<file path="config.mk">
export PLATFORM = sky130hd
export DESIGN_NAME = hazard_stall_controller
export DESIGN_NICKNAME = d
export VERILOG_FILES = /design/src/rtl/hazard_stall_controller.sv
export SDC_FILE = /design/constraint.sdc
export NUM_CORES = 1
export LEC_CHECK = 0
export ABC_AREA = 1
export CORE_MARGIN = 10
export CORE_UTILIZATION = 44
export DETAILED_ROUTE_END_ITERATION = 16
export HOLD_SLACK_MARGIN = 0.1
export PLACE_DENSITY = 0.77
export SETUP_SLACK_MARGIN = 0.05
export SLEW_MARGIN = 20
export SYNTH_ARGS = -nofsm -noshare
export SYNTH_HDL_FRONTEND = slang
export SYNTH_SLANG_ARGS = --single-unit
</file>
<file path="constraint.sdc">
create_clock -name clk -period 1.7 [get_ports clk]
set_input_delay 0.425 -clock clk [delete_from_list [all_inputs] [get_ports clk]]
set_output_delay 0.425 -clock clk [all_outputs]
set_load 0.03 [all_outputs]
</file>
<file path="src/rtl/hazard_stall_controller.sv">
// Hazard sequencer for the 5-stage RV32I pipeline: load-use bubbles, taken-branch
// flushes and fixed-latency MUL/DIV front-end freeze, plus stall/flush counters.
module hazard_stall_controller #(
  parameter int MULDIV_LATENCY = 4,
  parameter int STALL_CNT_W    = 16
) (
  input  logic                   clk,
  input  logic                   rst,
  input  logic [4:0]             IF_ID_rs1,
  input  logic [4:0]             IF_ID_rs2,
  input  logic                   IF_ID_uses_rs2,
  input  logic [4:0]             ID_EX_rd,
  input  logic                   ID_EX_MemRead,
  input  logic                   ID_EX_is_muldiv,
  input  logic                   EX_branch_taken,
  output logic                   PC_Write,
  output logic                   IF_ID_Write,
  output logic                   IF_ID_Flush,
  output logic                   ID_EX_Flush,
  output logic                   EX_Hold,
  output logic                   muldiv_start,
  output logic                   busy,
  output logic [STALL_CNT_W-1:0] stall_cycles,
  output logic [7:0]             flush_count
);

  typedef enum logic {RUN, MD_BUSY} state_t;

  // md_cnt counts the remaining held cycles after the start cycle; 0 marks the release cycle.
  localparam logic [3:0] MD_INIT = 4'(MULDIV_LATENCY - 2);

  state_t     state, next_state;
  logic [3:0] md_cnt, next_md_cnt;
  logic       flush_inc;
  logic       load_use;

  assign load_use = ID_EX_MemRead && (ID_EX_rd != 5'd0) &&
                    ((ID_EX_rd == IF_ID_rs1) ||
                     (IF_ID_uses_rs2 && (ID_EX_rd == IF_ID_rs2)));

  assign busy = (state == MD_BUSY);

  always_comb begin
    PC_Write     = 1'b1;
    IF_ID_Write  = 1'b1;
    IF_ID_Flush  = 1'b0;
    ID_EX_Flush  = 1'b0;
    EX_Hold      = 1'b0;
    muldiv_start = 1'b0;
    next_state   = state;
    next_md_cnt  = md_cnt;
    flush_inc    = 1'b0;

    if (rst) begin
      PC_Write    = 1'b0;
      IF_ID_Write = 1'b0;
      IF_ID_Flush = 1'b1;
      ID_EX_Flush = 1'b1;
    end else begin
      case (state)
        RUN: begin
          if (EX_branch_taken) begin
            IF_ID_Flush = 1'b1;
            ID_EX_Flush = 1'b1;
            flush_inc   = 1'b1;
          end else if (ID_EX_is_muldiv) begin
            muldiv_start = 1'b1;
            EX_Hold      = 1'b1;
            PC_Write     = 1'b0;
            IF_ID_Write  = 1'b0;
            next_state   = MD_BUSY;
            next_md_cnt  = MD_INIT;
          end else if (load_use) begin
            PC_Write    = 1'b0;
            IF_ID_Write = 1'b0;
            ID_EX_Flush = 1'b1;
          end
        end
        MD_BUSY: begin
          PC_Write    = 1'b0;
          IF_ID_Write = 1'b0;
          if (md_cnt != 4'd0) begin
            EX_Hold     = 1'b1;
            next_md_cnt = md_cnt - 4'd1;
          end else begin
            // Result leaves EX; a bubble backfills it while the front end is still frozen.
            ID_EX_Flush = 1'b1;
            next_state  = RUN;
          end
        end
        default: next_state = RUN;
      endcase
    end
  end

  always_ff @(posedge clk) begin
    if (rst) begin
      state        <= RUN;
      md_cnt       <= 4'd0;
      stall_cycles <= '0;
      flush_count  <= 8'd0;
    end else begin
      state  <= next_state;
      md_cnt <= next_md_cnt;
      if (!PC_Write && (stall_cycles != {STALL_CNT_W{1'b1}}))
        stall_cycles <= stall_cycles + STALL_CNT_W'(1);
      if (flush_inc)
        flush_count <= flush_count + 8'd1;
    end
  end

endmodule

</file>
Word level (Yosys, flattened, before mapping). Index checks and enable logic that the tools add are counted.

Register bits after elaboration: 29. Bits in latches: 0. Bits in writable memories: 0. Bits in read-only memories: 0. Output and inout bits: 31. Logic and storage cells: 49. Memories kept: 0.

Add/subtract/negate cells: 3. Multipliers: 0. Div/mod/pow operators: 0. Magnitude comparators: 0. Eq/ne operators: 6. Shift operators: 0. Muxes and demuxes: 26. Bitwise logic cells: 1. Reduce and logical (&&, ||, !) cells: 9.

Operators with widths (count): $mux W1 (19); $add A16 B1 Y16 const B (1); $ne A16 B16 Y1 const B (1); $mux W4 (3); $eq A5 B5 Y1 (2); $add A8 B1 Y8 const B (1); $pmux W4 S2 (1); $pmux W1 S2 (3); $reduce_bool A5 Y1 (1); $logic_and A1 B1 Y1 (4); $ne A2 B2 Y1 const B (2); $reduce_bool A4 Y1 (1); $sub A4 B1 Y4 const B (1); $reduce_and A3 Y1 (1); $ne A2 B1 Y1 const B (1); $logic_not A1 Y1 (1); $logic_or A1 B1 Y1 (1); $not A1 Y1 (1).

Longest topological paths before layout.
Depth after elaboration: 11. Mapped depth: 12. Gate-level depth less buffers: 12.

Least setup slack after synthesis. No wires, ideal clock.

Path kind: reg2out. From: reg state (netlist: busy). To: out PC_Write. Arrival time: 1.664 ns. Data required time: 1.275 ns. Path slack: -0.389 ns. Cell stages (with the launch flop): 8. Buffers on the path: 2. Cell sequence: dfxtp_1 inv_1 nand2_2 nor2_1 inv_2 buf_2 nand2_1 buf_4.

Longest elaborated chain between the ends: 3.

Ends and longest elaborated chain: from (decl) (RTL line 32) `state_t state, next_state;`; from (signal assigned) (RTL line 103) `state <= next_state;`; $not A1 Y1; $pmux W1 S2 *; $mux W1 *; to (decl) (RTL line 16) `output logic PC_Write,`.

Every way passes the cells marked *; elsewhere a longest branch is shown, timed or not.

Final worst setup path.
From: in IF_ID_uses_rs2. To: out ID_EX_Flush.

Longest elaborated chain between the ends: 8.

Ends and longest elaborated chain: from (decl) (RTL line 11) `input logic IF_ID_uses_rs2,`; $logic_and A1 B1 Y1 (RTL line 39) `(IF_ID_uses_rs2 && (ID_EX_rd == IF_ID_rs2)));`; $logic_or A1 B1 Y1 (RTL line 38) `((ID_EX_rd == IF_ID_rs1) ||`; $logic_and A1 B1 Y1 (RTL line 37) `assign load_use = ID_EX_MemRead && (ID_EX_rd != 5'd0) &&`; $mux W1 (RTL line 73) `end else if (load_use) begin`; $mux W1 (RTL line 66) `end else if (ID_EX_is_muldiv) begin`; $mux W1 (RTL line 62) `if (EX_branch_taken) begin`; $pmux W1 S2 (RTL line 60) `case (state)`; $mux W1 (RTL line 54) `if (rst) begin`; to (decl) (RTL line 19) `output logic ID_EX_Flush,`.

No other way between the ends.

==> reports/results.ini <==
[die]
core_area_um2 = 4090
dieHeight_um = 85.6
die_area_um2 = 7330
row_count = 23
start_util_pct = 46.4
die_x_um = 85.6
ioPinCount = 52

[synthesis]
synth.area.top_cells = dfxtp_1 (31%), nand2_1 (13%), inv_1 (7.3%), nand4_1 (5.6%), nor2_1 (5.5%)
netlist_area_um2 = 1900
synth.distinct_cells = 32
ys_warn_count = 0
synth_nets = 303
syn_avg_cell_area_um2 = 6.82
yosysTopAreaCell = dfxtp_1
synth_common_cells = nand2_1 (65), inv_1 (37), dfxtp_1 (29)
synth_top_area_share_pct = 30.6
synth.most_common_cell = nand2_1
synth_flop_cell = dfxtp_1
synth_edf_count = 0
synthArstFlopShare_pct = 0
ys_seq_elements = 29
yosysSeqAreaShare_pct = 30.6
netlist_instances = 278

[routing]
drtAntennaViolNets = 0
dr.pass1.iters = 6
routed_wl_mm = 5.60
drcViolationCount = 0
drt_iter0_drc = 107
wl_per_cell_um = 13.4
vias = 2094
viasPerCell = 5.01

[critical_path]
worstReg2RegStart = md_cnt[1]
crit_type = input pin to output port
required_ps = 1270
setup.reg_to_reg.worst_slack_ps = 140
crit_arrival_ps = 1380
start_kind = input pin
reg2reg_to = md_cnt[3]
crit_start = IF_ID_uses_rs2
cp_max_fo = 2
endpoint = ID_EX_Flush
end_kind = output port
r2r_cells = 10

[sta]
setup-violations-final = 4
rsz0062_at_grt = yes
period_share_pct = 106
setup_slack_ps = -103
tightest_slew_ps = 321
final.setup.tns_ps = -187
skew_ps = 10.5
final_hold_viol_count = 0
max_freq_mhz = 555
relSlewSlack_pct = 78.7
period_needed_ps = 1800
slew_violations = 0

[final_layout]
seqCellArea_um2 = 587
final_nets = 392
area_growth_pct = 53.1
drive_gt1_share_pct = 35.9
fillCellCount = 353
multi_input_area_um2 = 1210
fin_util_pct = 71.0
n_antenna_cell = 0

[clock_network]
cts_made_buffers = 5
cts.sinks = 29
holdBufCountCts = 0
cts_tree = done
cts_root_buffer = clkbuf_8
h-tree-depth = 2
clock_latency_ps = 290
clk_pin_slew_worst_paths_ps = 70
clock_path_buffers = 2

[placed_design]
place.gp.congestion = 0.929
io_buffers = 51
dp_hpwl_mm = 3.93

[job]
max-cap-violations = 0

[power]
p_int_mw = 1.38
p_sw_mw = 0.571
p_clk_share_pct = 39.1
swShare_pct = 29.2
leakage_nw = 1.40
ir_worst_vdd_mv = 0.531
pwr-share-seq_pct = 37.3
power_density_nw_per_um2 = 673
combPwrFrac_pct = 23.5

[global_route]
grt_overflow = 0
first_global_vias = 1912
grt_max_degree = 17
antenna_found_initial = 0
grt.total_usage_pct = 14.5
grt_pass1_wl_mm = 8.87

[hold_path]
hold_path_depth = 2
hp-class = flop to flop

[status]
violations = setup timing
status = complete, but fails checks

repair_timing:
action                     in CTS  in global routing
setup endpoints to repair      49                 14
buffers inserted                9                  2
gates cloned                    0                  1
pin swaps                      30                 22
gates resized for setup       126                 21
logic make-up after synthesis:
| group | synth area share (%) |
|---|---|
| simple gates | 38.3 |
| buf+inv | 10.6 |
| compound gates | 11.4 |
| flops | 30.6 |
| xor+xnor | 6.47 |
| fa+ha+maj | 2.64 |
metal layers:
layer	global-route usage [%]	part of all wire, %	up-vias	routed length, um
li1	-	-	1079	-
met1	18.3	46	948	2560
met2	21.4	45	63	2520
met3	6.15	8.4	4	472
met4	5.39	0.91	0	51
met5	0	0	-	0
area by class of cell:
type	count	share of cell area (%)
clock buffer	6	2.85
clock inverter	2	1.29
multi-input combinational	203	41.7
timing repair buffer	89	26.4
inverter	39	5.30
sequential	29	20.2
tap	50	2.16
worst min path at each step:
stage,from,end
floorplan,md_cnt[0],md_cnt[0]
global placement,flush_count[7],flush_count[7]
detailed placement,flush_count[7],flush_count[7]
CTS,flush_count[7],flush_count[7]
global route,flush_count[7],flush_count[7]
finish,flush_count[7],flush_count[7]
through the flow:
stage | power, mW | instance area [um^2] | setup WS (ps) | cells | hold WS, ps
after CTS | 1.93 | 2820 | -113 | 416 | 464
after global placement | 1.12 | 2640 | -551 | 399 | 447
final | 1.95 | 2900 | -103 | 418 | 462
after global routing | 2.04 | 2900 | -175 | 418 | 494
after floorplan | 0.979 | 1940 | -85.1 | 278 | 440
after detailed placement | 1.13 | 2640 | -547 | 399 | 453
registers in the layout, summed over array words and instances (netlist names):
| signal | count |
|---|---|
| busy | 1 |
| flush_count | 8 |
| md_cnt | 4 |
| stall_cycles | 16 |
power groups by stage:
stage / Sequential (mW) / Combinational (mW) / Clock, mW
floorplan: 0.767 / 0.212 / 0
global placement: 0.742 / 0.382 / 0
detailed placement: 0.743 / 0.388 / 0
CTS: 0.729 / 0.424 / 0.778
global route: 0.732 / 0.497 / 0.810
finish: 0.730 / 0.460 / 0.765
placed cells by master, fill, tap and decap left out, types with 2 or more instances in the layout:
master and instances:
o21ai_0 6, xnor2_1 5, buf_8 3, dfxtp_1 24
nand3_1 16, nand4_1 17, dfxtp_2 5, a31oi_1 2
a21oi_1 12, xor2_1 9, nor2_4 5, buf_2 4
o21ai_1 2, inv_2 10, nand2_1 54, nand2_2 21
buf_6 12, dlygate4sd2_1 28, inv_4 3, buf_4 40
nor3_1 4, a21oi_2 9, nor2_1 23, inv_1 26
nor2_2 2, clkbuf_8 6, ha_1 3
worst max-delay path, stage by stage:
cell	delay (ps)
clkdlybuf4s15_1	180
nand2_2	40
nor2_1	110
nand3_1	90
nand2_1	80
nand2_2	80
o2111ai_2	210
buf_6	170
Note: power is estimated with default switching activity, not from simulation.
